<file path="src/rtl/fibonacci_pkg.sv">
// Shared definitions for the UART Fibonacci calculator.
//   FIB_W      result width
//   FIB_MAX_N  largest index whose Fibonacci number fits in FIB_W bits
//   FIB_SAT    value returned for indices above FIB_MAX_N
//   fib_state_t  top-level control states
//   rx_state_t   UART receiver states
//   nibble_sel   picks nibble 'sel' out of a result word
package fibonacci_pkg;

    localparam int unsigned      FIB_W     = 32;
    localparam int unsigned      FIB_MAX_N = 47;
    localparam logic [FIB_W-1:0] FIB_SAT   = 32'hFFFF_FFFF;

    typedef enum logic [1:0] {
        ST_IDLE,
        ST_CALC,
        ST_SEND
    } fib_state_t;

    typedef enum logic [2:0] {
        RX_IDLE,
        RX_START,
        RX_DATA,
        RX_STOP,
        RX_WAIT_HIGH
    } rx_state_t;

    function automatic logic [3:0] nibble_sel(input logic [FIB_W-1:0] value,
                                              input logic [2:0]       sel);
        return value[{sel, 2'b00} +: 4];
    endfunction

endpackage

</file>
<file path="src/rtl/fibonacci_uart_8n1.sv">
// 8N1 UART, receive and transmit, BIT_CLKS clocks per bit.
//   clk, rst_n   clock and active-low reset (asynchronous assert)
//   rx           receive line, already synchronized to clk, idle high
//   rx_byte      last received byte, valid while rx_valid is high
//   rx_valid     one-cycle strobe for a correctly framed byte
//   tx_byte      byte to transmit, sampled when tx_start is accepted
//   tx_start     request to transmit; accepted only while tx_busy is low
//   tx_busy      high from accepted start until the stop bit has completed
//   tx           transmit line, idle high
module uart_8n1 #(
    parameter int unsigned BIT_CLKS = 434
) (
    input  logic       clk,
    input  logic       rst_n,
    input  logic       rx,
    output logic [7:0] rx_byte,
    output logic       rx_valid,
    input  logic [7:0] tx_byte,
    input  logic       tx_start,
    output logic       tx_busy,
    output logic       tx
);
    import fibonacci_pkg::*;

    localparam int unsigned     CW       = (BIT_CLKS > 2) ? $clog2(BIT_CLKS) : 1;
    localparam logic [CW-1:0]   CNT_LAST = CW'(BIT_CLKS - 1);
    localparam logic [CW-1:0]   CNT_HALF = CW'(BIT_CLKS / 2 - 1);

    // ---------------- receiver ----------------
    rx_state_t     rx_state;
    rx_state_t     rx_next;
    logic          rx_prev;
    logic [CW-1:0] rx_cnt;
    logic [2:0]    rx_bit;
    logic [7:0]    rx_sh;

    always_ff @(posedge clk or negedge rst_n) begin
        if (!rst_n) begin
            rx_state <= RX_IDLE;
        end else begin
            rx_state <= rx_next;
        end
    end

    always_comb begin
        rx_next = rx_state;
        case (rx_state)
            RX_IDLE:
                if (rx_prev && !rx) rx_next = RX_START;
            RX_START:
                // a start bit that is high again at mid-bit was a glitch
                if (rx_cnt == CNT_HALF) rx_next = rx ? RX_IDLE : RX_DATA;
            RX_DATA:
                if (rx_cnt == CNT_LAST && rx_bit == 3'd7) rx_next = RX_STOP;
            RX_STOP:
                if (rx_cnt == CNT_LAST) rx_next = rx ? RX_IDLE : RX_WAIT_HIGH;
            RX_WAIT_HIGH:
                if (rx) rx_next = RX_IDLE;
            default:
                rx_next = RX_IDLE;
        endcase
    end

    always_ff @(posedge clk or negedge rst_n) begin
        if (!rst_n) begin
            rx_prev  <= 1'b1;
            rx_cnt   <= '0;
            rx_bit   <= '0;
            rx_sh    <= '0;
            rx_valid <= 1'b0;
        end else begin
            rx_prev  <= rx;
            rx_valid <= 1'b0;

            // counter restarts on every state change, so the START->DATA
            // transition at half a bit puts later samples at mid-bit
            if (rx_next != rx_state || rx_state == RX_IDLE ||
                rx_state == RX_WAIT_HIGH || rx_cnt == CNT_LAST) begin
                rx_cnt <= '0;
            end else begin
                rx_cnt <= rx_cnt + 1'b1;
            end

            if (rx_state == RX_START) begin
                rx_bit <= '0;
            end

            if (rx_state == RX_DATA && rx_cnt == CNT_LAST) begin
                rx_sh  <= {rx, rx_sh[7:1]};
                rx_bit <= rx_bit + 1'b1;
            end

            if (rx_state == RX_STOP && rx_cnt == CNT_LAST && rx) begin
                rx_valid <= 1'b1;
            end
        end
    end

    assign rx_byte = rx_sh;

    // ---------------- transmitter ----------------
    logic [CW-1:0] tx_cnt;
    logic [3:0]    tx_bit;
    logic [8:0]    tx_sh;

    // tx_bit 0 is the start bit, 1..8 data, 9 the stop bit
    always_ff @(posedge clk or negedge rst_n) begin
        if (!rst_n) begin
            tx      <= 1'b1;
            tx_busy <= 1'b0;
            tx_sh   <= '1;
            tx_cnt  <= '0;
            tx_bit  <= '0;
        end else if (!tx_busy) begin
            if (tx_start) begin
                tx      <= 1'b0;
                tx_sh   <= {1'b1, tx_byte};
                tx_busy <= 1'b1;
                tx_cnt  <= '0;
                tx_bit  <= '0;
            end
        end else if (tx_cnt == CNT_LAST) begin
            tx_cnt <= '0;
            if (tx_bit == 4'd9) begin
                tx_busy <= 1'b0;
            end else begin
                tx     <= tx_sh[0];
                tx_sh  <= {1'b1, tx_sh[8:1]};
                tx_bit <= tx_bit + 1'b1;
            end
        end else begin
            tx_cnt <= tx_cnt + 1'b1;
        end
    end

endmodule

</file>
<file path="src/rtl/fibonacci_top.sv">
// Board-level UART Fibonacci calculator.
// Receives index N as one UART byte, computes F(N) (saturating to all ones
// above N=47) and returns it as four bytes, LSB first.
//   clk          system clock
//   nRst         asynchronous active-low reset
//   rx           UART receive line, idle high
//   sw2..sw0     select which result nibble drives led3..led0
//   tx           UART transmit line, idle high
//   led4         busy: request accepted and reply not yet fully sent
//   led3..led0   selected nibble of the last result
module fibonacci_top #(
    parameter int unsigned CLK_HZ   = 50_000_000,
    parameter int unsigned BAUD     = 115_200,
    parameter int unsigned BIT_CLKS = CLK_HZ / BAUD
) (
    input  logic clk,
    input  logic nRst,
    input  logic rx,
    input  logic sw2,
    input  logic sw1,
    input  logic sw0,
    output logic tx,
    output logic led4,
    output logic led3,
    output logic led2,
    output logic led1,
    output logic led0
);
    import fibonacci_pkg::*;

    // ---------------- reset and input synchronizers ----------------
    logic [1:0] rst_pipe;
    logic       rst_n;

    always_ff @(posedge clk or negedge nRst) begin
        if (!nRst) begin
            rst_pipe <= '0;
        end else begin
            rst_pipe <= {rst_pipe[0], 1'b1};
        end
    end

    assign rst_n = rst_pipe[1];

    logic       rx_meta;
    logic       rx_sync;
    logic [2:0] sw_meta;
    logic [2:0] sw_sync;

    always_ff @(posedge clk or negedge rst_n) begin
        if (!rst_n) begin
            rx_meta <= 1'b1;
            rx_sync <= 1'b1;
            sw_meta <= '0;
            sw_sync <= '0;
        end else begin
            rx_meta <= rx;
            rx_sync <= rx_meta;
            sw_meta <= {sw2, sw1, sw0};
            sw_sync <= sw_meta;
        end
    end

    // ---------------- UART ----------------
    logic [7:0] rx_byte;
    logic       rx_valid;
    logic [7:0] tx_byte;
    logic       tx_start;
    logic       tx_busy;

    uart_8n1 #(
        .BIT_CLKS(BIT_CLKS)
    ) u_uart (
        .clk      (clk),
        .rst_n    (rst_n),
        .rx       (rx_sync),
        .rx_byte  (rx_byte),
        .rx_valid (rx_valid),
        .tx_byte  (tx_byte),
        .tx_start (tx_start),
        .tx_busy  (tx_busy),
        .tx       (tx)
    );

    // ---------------- control FSM ----------------
    fib_state_t       state;
    fib_state_t       state_next;
    logic [7:0]       n_reg;
    logic [5:0]       iter;
    logic [FIB_W-1:0] a;
    logic [FIB_W-1:0] b;
    logic [FIB_W-1:0] result;
    logic [2:0]       sent;
    logic             saturate;
    logic             calc_done;

    assign saturate  = (n_reg > 8'(FIB_MAX_N));
    assign calc_done = saturate || (iter == n_reg[5:0]);

    always_ff @(posedge clk or negedge rst_n) begin
        if (!rst_n) begin
            state <= ST_IDLE;
        end else begin
            state <= state_next;
        end
    end

    always_comb begin
        state_next = state;
        tx_start   = 1'b0;
        case (state)
            ST_IDLE:
                if (rx_valid) state_next = ST_CALC;
            ST_CALC:
                if (calc_done) state_next = ST_SEND;
            ST_SEND:
                if (sent != 3'd4) begin
                    tx_start = !tx_busy;
                end else if (!tx_busy) begin
                    state_next = ST_IDLE;
                end
            default:
                state_next = ST_IDLE;
        endcase
    end

    always_ff @(posedge clk or negedge rst_n) begin
        if (!rst_n) begin
            n_reg  <= '0;
            iter   <= '0;
            a      <= '0;
            b      <= '0;
            result <= '0;
            sent   <= '0;
        end else begin
            case (state)
                ST_IDLE:
                    if (rx_valid) begin
                        n_reg <= rx_byte;
                        iter  <= '0;
                        a     <= '0;
                        b     <= {{(FIB_W-1){1'b0}}, 1'b1};
                        sent  <= '0;
                    end
                ST_CALC:
                    // b may wrap on the last step for N=47; only a is kept
                    if (calc_done) begin
                        result <= saturate ? FIB_SAT : a;
                    end else begin
                        a    <= b;
                        b    <= a + b;
                        iter <= iter + 1'b1;
                    end
                ST_SEND:
                    if (tx_start) sent <= sent + 1'b1;
                default: ;
            endcase
        end
    end

    always_comb begin
        case (sent[1:0])
            2'd0:    tx_byte = result[7:0];
            2'd1:    tx_byte = result[15:8];
            2'd2:    tx_byte = result[23:16];
            default: tx_byte = result[31:24];
        endcase
    end

    // ---------------- LEDs ----------------
    assign led4 = (state != ST_IDLE);
    assign {led3, led2, led1, led0} = nibble_sel(result, sw_sync);

endmodule

</file>
<file path="config.mk">
export PLATFORM = sky130hd
export DESIGN_NAME = fibonacci_top
export DESIGN_NICKNAME = d
export VERILOG_FILES = /design/src/rtl/fibonacci_pkg.sv /design/src/rtl/fibonacci_uart_8n1.sv /design/src/rtl/fibonacci_top.sv
export SDC_FILE = /design/constraint.sdc
export NUM_CORES = 1
export LEC_CHECK = 0
export ABC_AREA = 1
export CAP_MARGIN = 15
export CELL_PAD_IN_SITES_DETAIL_PLACEMENT = 0
export CELL_PAD_IN_SITES_GLOBAL_PLACEMENT = 1
export CORE_MARGIN = 4
export CORE_UTILIZATION = 47
export CTS_BUF_LIST = sky130_fd_sc_hd__clkbuf_8 sky130_fd_sc_hd__clkbuf_16
export CTS_CLUSTER_SIZE = 20
export DETAILED_ROUTE_END_ITERATION = 12
export GPL_TIMING_DRIVEN = 0
export PLACE_DENSITY = 0.78
export SYNTH_ARGS = -nofsm -noshare
export SYNTH_HDL_FRONTEND = slang
export SYNTH_HIERARCHICAL = 1
export SYNTH_SLANG_ARGS = --single-unit
export TNS_END_PERCENT = 50
</file>
<file path="constraint.sdc">
create_clock -name clk -period 6.6 [get_ports clk]
set_clock_uncertainty 0.2 [all_clocks]
set_input_delay 1.65 -clock clk [delete_from_list [all_inputs] [get_ports clk]]
set_output_delay 1.65 -clock clk [all_outputs]
set_load 0.1 [all_outputs]
</file>
Yosys cells after proc, flatten, opt, wreduce, memory -nomap -nowiden

Index checks and enable logic that the tools add are counted.

Register bits after elaboration: 174
Input port bits: 6
Output and inout bits: 6
Word-level logic and storage cells: 133

Reduce and logical (&&, ||, !) cells: 25
$add $sub $neg: 7
Muxes and demuxes: 52
Eq/ne operators: 24
Magnitude comparators: 1
Shift operators: 1

Operator list:

| kind                                                           | number |
|---|---|
| 2-to-1 mux 32 bit                                              | 5 |
| one-hot mux 32 bit (2 select lines)                            | 2 |
| 2-to-1 mux 9 bit                                               | 8 |
| adder 32 bit                                                   | 1 |
| variable part select 32 x 6 -> 4 bit                           | 1 |
| 2-to-1 mux 3 bit                                               | 10 |
| one-hot mux 8 bit (3 select lines)                             | 1 |
| adder 9 x 1 -> 9 bit (second input constant)                   | 2 |
| equality test 9 bit (second input constant)                    | 2 |
| 2-to-1 mux 4 bit                                               | 4 |
| one-hot mux 3 bit (5 select lines)                             | 1 |
| != test 2 bit (second input constant)                          | 7 |
| 2-to-1 mux 6 bit                                               | 2 |
| one-hot mux 6 bit (2 select lines)                             | 1 |
| 2-to-1 mux 1 bit                                               | 11 |
| 2-to-1 mux 2 bit                                               | 5 |
| nonzero test 2 bit                                             | 5 |
| equality test 9 x 8 -> 1 bit (second input constant)           | 1 |
| AND reduction 3 bit                                            | 3 |
| greater-than comparator 8 x 6 -> 1 bit (second input constant) | 1 |
| adder 3 x 1 -> 3 bit (second input constant)                   | 2 |
| adder 6 x 1 -> 6 bit (second input constant)                   | 1 |
| equality test 3 x 2 -> 1 bit (second input constant)           | 2 |
| equality test 3 bit (second input constant)                    | 2 |
| 18 further kinds                                               | 30 |

Depth between registers and ports, before layout

Gate-level depths: netlist of run 1.

Word-level depth: 9
Depth in mapped cells: 14
Depth with buffers taken out: 14

Hierarchy

The synthesis of run 1 kept the hierarchy.

Modules (own cells, without submodules):

| module        | area an instance (µm²) | instances | sequential area each (µm²) | cells an instance |
|---|---|---|---|---|
| fibonacci_top | 7,729.9                | 1         | 3,130.5                    | 1,110 |
| uart_8n1      | 2,449.8                | 1         | 1,213.7                    | 278 |

Worst setup path after synthesis of run 1

OpenSTA, ideal clock, no wires.

Path kind: flip-flop to output port
Start point: register sw_sync[0]
End point: output port led1
Data arrival time: 2.445 ns
Setup slack: 2.305 ns
Buffers on the path: 1
Required time: 4.750 ns
Stages on the path, launching flop included: 5
Cells stage by stage: dfrtp_1 > clkbuf_1 > a21oi_1 > o21ai_0 > a31oi_1

Longest elaborated chain between the ends: 1

Ends and longest elaborated chain:

| what                                 | RTL line            | source |
|---|---|---|
| start: declaration                   | fibonacci_top.sv:48 | `logic [2:0] sw_sync;` |
| start signal: assignment             | fibonacci_top.sv:60 | `sw_sync <= sw_meta;` |
| variable part select 32 x 6 -> 4 bit | fibonacci_pkg.sv:30 | `return value[{sel, 2'b00} +: 4];` |
| end: declaration                     | fibonacci_top.sv:26 | `output logic led1,` |

Every way passes these cells.

Final worst setup path of run 1

Start point: register sw_sync[1]
End point: output port led2

Longest elaborated chain between the ends: 1

Ends and longest elaborated chain:

| what                                 | RTL line            | source |
|---|---|---|
| variable part select 32 x 6 -> 4 bit | fibonacci_pkg.sv:30 |  |
| end: declaration                     | fibonacci_top.sv:25 | `output logic led2,` |

Every way passes these cells.

==> results of run 1 <==
-- critical path: stages, from the launching register on --
cell	delay, ps
dfrtp_1	440
inv_1	130
clkbuf_1	370
a221oi_1	190
a31oi_1	240
clkdlybuf4s50_1	1180
-- metrics by stage --
stage	cells	total power, mW	setup TNS [ps]	util [%]	worst slack [ps]
2_1_floorplan	1388	1.19	0	-	1240
3_3_place_gp	1674	1.22	-142230	50.3	-914
3_5_place_dp	1676	1.23	0	50.5	2230
4_1_cts	1708	2.33	0	53.6	1770
5_1_grt	1708	2.39	0	53.6	1680
6_report	1708	2.31	0	53.6	1770
-- cells in the final DEF, fill, tap and decap left out, types with 3 or more instances in the layout --
master,n
ha_1,46
a211oi_1,8
a31oi_1,4
xor2_1,18
nand3b_1,4
a21oi_1,50
nor3_1,17
nor2_1,76
a221oi_1,4
nand4_1,5
nand3_1,76
buf_6,8
inv_6,3
dfrtp_1,160
bufinv_16,4
xnor2_1,12
inv_2,6
o21ai_0,93
dfstp_2,12
clkbuf_16,17
clkinvlp_4,3
clkdlybuf4s50_1,11
buf_4,6
clkbuf_1,14
nand2_2,7
o21ai_1,22
nand2_1,498
nand3_2,3
o22ai_1,15
buf_2,9
mux2i_1,6
o21bai_1,3
inv_1,192
-- power groups by stage --
stage	clock [mW]	sequential [mW]	combinational [mW]
detailed placement	0	1.12	0.111
floorplan	0	1.12	0.0720
global route	1.17	1.10	0.125
CTS	1.12	1.10	0.111
finish	1.10	1.10	0.109
global placement	0	1.13	0.0906
-- path summary, 6_finish.rpt --
kind                                endpoint  slack [ps]  cells past startpoint
min in group asynchronous  u_uart/rx_byte[1]         180                      0
min                               sw_sync[1]         150                      0
max reg2reg                 u_uart/tx_bit[3]        3940                     14
max in group asynchronous    u_uart/tx_sh[4]        4870                      2
max                                     led2        1770                      5
min reg2reg                       sw_sync[1]         150                      0
-- routing by layer --
metal  wire length (µm)  track usage, %  share of wire [%]  up-vias
met3                755            3.34                2.9       12
met1              12700            32.5                 49     4019
li1                   -               -                  -     4447
met4                144            3.33               0.56        0
met5                  0               0                  0        -
met2              12200            36.8                 47      111
-- area by class of cell --
| type | count | area (µm²) | area share, % |
|---|---|---|---|
| repair buffers | 13 | 165 | 1.46 |
| well taps | 275 | 344 | 3.04 |
| clock inverters | 15 | 213 | 1.88 |
| multi-input cells | 980 | 4860 | 42.9 |
| flip-flops and latches | 173 | 4350 | 38.4 |
| inverters | 198 | 746 | 6.58 |
| plain buffers | 37 | 233 | 2.05 |
| clock buffers | 17 | 425 | 3.75 |
-- synth_stat cells, types with 7 or more instances --
cell type and n:
buf_6 8, nor2_1 76, xor2_1 18, ha_1 46, nand2_2 7, xnor2_1 12, nand2_1 498, a211oi_1 8
dfrtp_1 161, buf_2 9, o21ai_0 93, dfstp_2 12, nor3_1 17, o22ai_1 15, o21ai_1 22, clkbuf_1 14
nand3_1 76, a21oi_1 50, inv_1 191
-- kinds of logic (layout without fill, tap and decap cells) --
kind of cell | count (synthesis) | count (layout)
simple gates | 694 | 694
buf+inv | 235 | 280
mux | 6 | 6
xor+xnor | 30 | 30
fa+ha+maj | 47 | 47
flops | 173 | 173
compound gates | 202 | 202
other cells | 1 | 1
==> summary.txt, run 1 <==
Regs by FF count: a (32), b (32), result (32)
diode count: 0
main combinational cell family by area after synthesis: simple AND/OR/NAND/NOR gates
clock root cell: clkbuf_16
share of cells above drive strength 1: 6.70%
unrepaired setup endpoints after global routing: false
post-synthesis xor/xnor area fraction: 2.58%
worst r2r src: sent[0]
synthesized flop and latch total: 173
status: completed
Synth Area in Adders: 5.85%
# clock sinks: 173
Peak Freq: 207 MHz
Post-synth EDFFs: 0
Min-Delay Startpoint: sw_meta[1]
via count: 8589
CTS max path bufs: 2
leading area contributor after synthesis: dfrtp_1
Slew headroom: 35.0%
Synth Instances: 1388
Inserted Clock Buffers: 17
Port Buf Inserts: 11
final instance area: 0.0113 mm²
final net count: 1473
Detailed Route Iter0 Violations: 505
area growth from synthesis to layout: 11.3%
Hold Path Class: reg2reg
Switching Power: 0.553 mW
drt wl/cell: 15.1 µm
CP startpoint: sw_sync[1]
Clk pin slew, worst setup/hold paths: 70 ps
DP Area: 0.0107 mm²
first-pass GRT wire length: 43.3 mm
Crit Path Max Fanout: 10
Worst EP arrival: 2980 ps
Gate power share: 4.7%
clock power share: 47.8%
Die Ht: 155 µm
final WL: 25.8 mm
Tot GR Track Use: 22.4%
Least-Margin Pin Slew: 972 ps
final-report setup violation count: 0
Initial Utilization: 48.1%
CTS hold repair buffers: 0
Power per Cell Area: 204 mW/mm²
Slew Viols, Final: 0
worst-skew pair later-pin latency: 430 ps
switching share of power: 24.0%
Worst Setup End Kind: output pin
post-cts sizing count: 0
Synth Area in Compound Gates: 10.8%
crit path kind: reg2out
post-synth top area share: 39.6%
post-synth net total: 1441
mux cell area share after synthesis: 0.590%
WHS: 149 ps
Avg Inst Size Synth: 7.33 µm²
sequential share of the synthesized area: 42.7%
GRT Residual Overflow: 0
dpl hpwl: 19.9 mm
filler instances: 2104
H-tree Lvls: 4
part of the cycle the worst path needs: 73.2%
Worst VDD drop: 0.149 mV
Final Critical Period: 4830 ps
most area-consuming cells after synthesis: dfrtp_1 (40%), nand2_1 (18%), inv_1 (7.0%)
Yosys cell types: 40
DR pass1 iterations: 5
Leak: 5.98 nW
maxcap violations: 0
Synthesis Warnings: 6
final antenna-violating net count: 0
core area: 0.0212 mm²
initial antenna violation count: 0
clock tree from TritonCTS: yes
largest net degree at the start of global routing: 65
Synth Flop Type: dfrtp_1
total setup buffers inserted after CTS: 0
critical path required time: 4750 ps
Die X: 155 µm
final hold vios: 0
row cnt: 53
Pint: 1.75 mW
number of global-route vias before repair: 8349
Avg Vias per Cell: 5.03
# DRC: 0
gp weighted congestion: 0.840
ys async rst share: 100%
total die area: 0.0241 mm²
IO Count: 12
startpoint types: register
Synth Area in Simple Gates: 27.8%
Flop pwr share: 47.5%
post-synthesis instance area: 0.0102 mm²
Note: power is estimated with default switching activity, not from simulation.
==> run 2, diff against run 1 <==
Clock period 6.6 ns to 5 ns, I/O delays scaled along.
==> run 2 against run 1 <==
Against the previous run: die area unchanged; global-route usage decreased by 0.077 points; final cell count did not move; critical endpoint unchanged; sequential power rose by 32%; via count barely moved; critical path depth did not move; routed wire length is 0.23% higher; first-iteration DRC count down 2.0%.
==> summary.txt, run 2 (same netlist as run 1, synthesis figures left out) <==
Power per Cell Area: 261 mW/mm²
via count: 8595
Hold Path Stages: 0
Worst EP arrival: 2960 ps
maxcap violations: 0
Avg Vias per Cell: 5.03
Initial Utilization: 48.1%
Peak Freq: 227 MHz
number of global-route vias before repair: 8246
final-report setup violation count: 0
Die Ht: 155 µm
switching share of power: 24.6%
final hold vios: 0
dpl hpwl: 20.0 mm
Worst Setup End Kind: output pin
Setup TNS: 0 ps
Final Critical Period: 4410 ps
first-pass GRT wire length: 43.1 mm
startpoint types: register
status: completed
critical path required time: 3550 ps
CP Cell Sequence: inv_1 -> clkbuf_1 -> a221oi_1 -> a31oi_1 -> clkdlybuf4s50_1
Least-Margin Pin Slew: 974 ps
crit path kind: reg2out
CP peak stage delay: 1170 ps
# clock sinks: 173
Slew headroom: 34.8%
gp weighted congestion: 0.840
Detailed Route Iter0 Violations: 495
path depth of the worst reg2reg path: 13
CP endpoint: led2
H-tree Lvls: 4
DR pass1 iterations: 5
diode count: 0
worst-skew pair later-pin latency: 440 ps
unrepaired setup endpoints after global routing: false
Clk pin slew, worst setup/hold paths: 60 ps
initial antenna violation count: 0
total die area: 0.0241 mm²
Slew Viols, Final: 0
Gate power share: 4.8%
Hold Path Class: reg2reg
final WL: 25.9 mm
part of the cycle the worst path needs: 88.2%
Worst path depth: 5
most frequent cells in the layout: nand2_1 (498), inv_1 (191), dfrtp_1 (160)
share of cells above drive strength 1: 6.77%
clock root cell: clkbuf_16
largest net degree at the start of global routing: 62
Worst VDD drop: 0.244 mV
Critical path buffers and inverters: 3
post-cts sizing count: 0
Flop pwr share: 49.0%
Die X: 155 µm
Regs by FF count: a (32), b (32), result (32)
Inserted Clock Buffers: 17
CP startpoint: sw_sync[1]
Pint: 2.22 mW
worst r2r src: sent[0]
CTS hold repair buffers: 0
delay-heaviest family, CP: buffers and inverters
clock power share: 46.2%
Port Buf Inserts: 11
post-layout util: 53.4%
final antenna-violating net count: 0
Leak: 5.96 nW
GRT Residual Overflow: 0
core area: 0.0212 mm²
total setup buffers inserted after CTS: 0
area growth from synthesis to layout: 10.9%
IO Count: 12
final net count: 1473
clock tree from TritonCTS: yes
# DRC: 0
worst r2r dst: u_uart/tx_sh[7]
Tot GR Track Use: 22.4%
Crit Path Max Fanout: 10
drt wl/cell: 15.1 µm
CTS max path bufs: 2
row cnt: 53
Switching Power: 0.724 mW
FF-to-FF setup slack: 2340 ps
Crit-path slowest cell: clkdlybuf4s50_1
commonest non-fill, non-tap cell in the layout: nand2_1
filler instances: 2087
[run 2: cell types whose count changed in the layout (fill, tap and decap cells not counted)]
cell       change
bufinv_16      -2
clkbuf_8       +1
clkinv_2       +2
inv_1          -1
inv_6          +1
inv_8          -1
[run 2: worst min-delay path by stage]
stage                            from          end  slack (ps)
final                      sw_meta[2]   sw_sync[2]         150
after global routing      rst_pipe[0]  rst_pipe[1]         160
after CTS                  sw_meta[2]   sw_sync[2]         160
after detailed placement  rst_pipe[0]  rst_pipe[1]         140
after global placement     sw_meta[0]   sw_sync[0]         140
after floorplan           rst_pipe[0]  rst_pipe[1]         130
[run 2: final cells by class]
cell class	instances	area (µm²)	area share [%]
well taps	275	344	3.05
flip-flops and latches	173	4350	38.5
plain buffers	37	233	2.06
clock buffers	18	439	3.89
clock inverters	14	156	1.39
multi-input cells	980	4860	43.0
inverters	198	746	6.61
repair buffers	13	165	1.46
[run 2: worst register-to-register path: cells and delay by family (launching register included)]
| kind | cells | cell delay, ps |
|---|---|---|
| AO/OA/AOI/OAI | 1 | 170 |
| adder cells (fa/ha/maj) | 1 | 200 |
| flip-flops | 1 | 400 |
| buffers and inverters | 5 | 720 |
| AND/OR/NAND/NOR | 6 | 900 |
[run 2: layer usage]
layer / vias up / global-route usage (%) / wire, µm
li1: 4464 / - / -
met1: 3990 / 32.3 / 12900
met2: 116 / 36.3 / 12100
met3: 25 / 3.12 / 625
met4: 0 / 4.42 / 253
met5: - / 0 / 0
[run 2: power by group through the flow]
| stage | clock (mW) | sequential (mW) | combinational (mW) |
|---|---|---|---|
| after floorplan | 0 | 1.48 | 0.0950 |
| after global placement | 0 | 1.49 | 0.120 |
| after detailed placement | 0 | 1.47 | 0.145 |
| after CTS | 1.38 | 1.45 | 0.146 |
| after global routing | 1.44 | 1.45 | 0.165 |
| final | 1.36 | 1.45 | 0.142 |
[run 2: per-stage QoR]
stage	setup WS, ps	cells	hold WS [ps]	area (µm²)	total power [mW]
3_5_place_dp	1040	1676	137	10700	1.62
2_1_floorplan	1110	1388	131	10200	1.57
3_3_place_gp	778	1674	136	10600	1.61
6_report	592	1708	153	11300	2.95
4_1_cts	570	1708	156	11300	2.98
5_1_grt	479	1708	163	11300	3.05
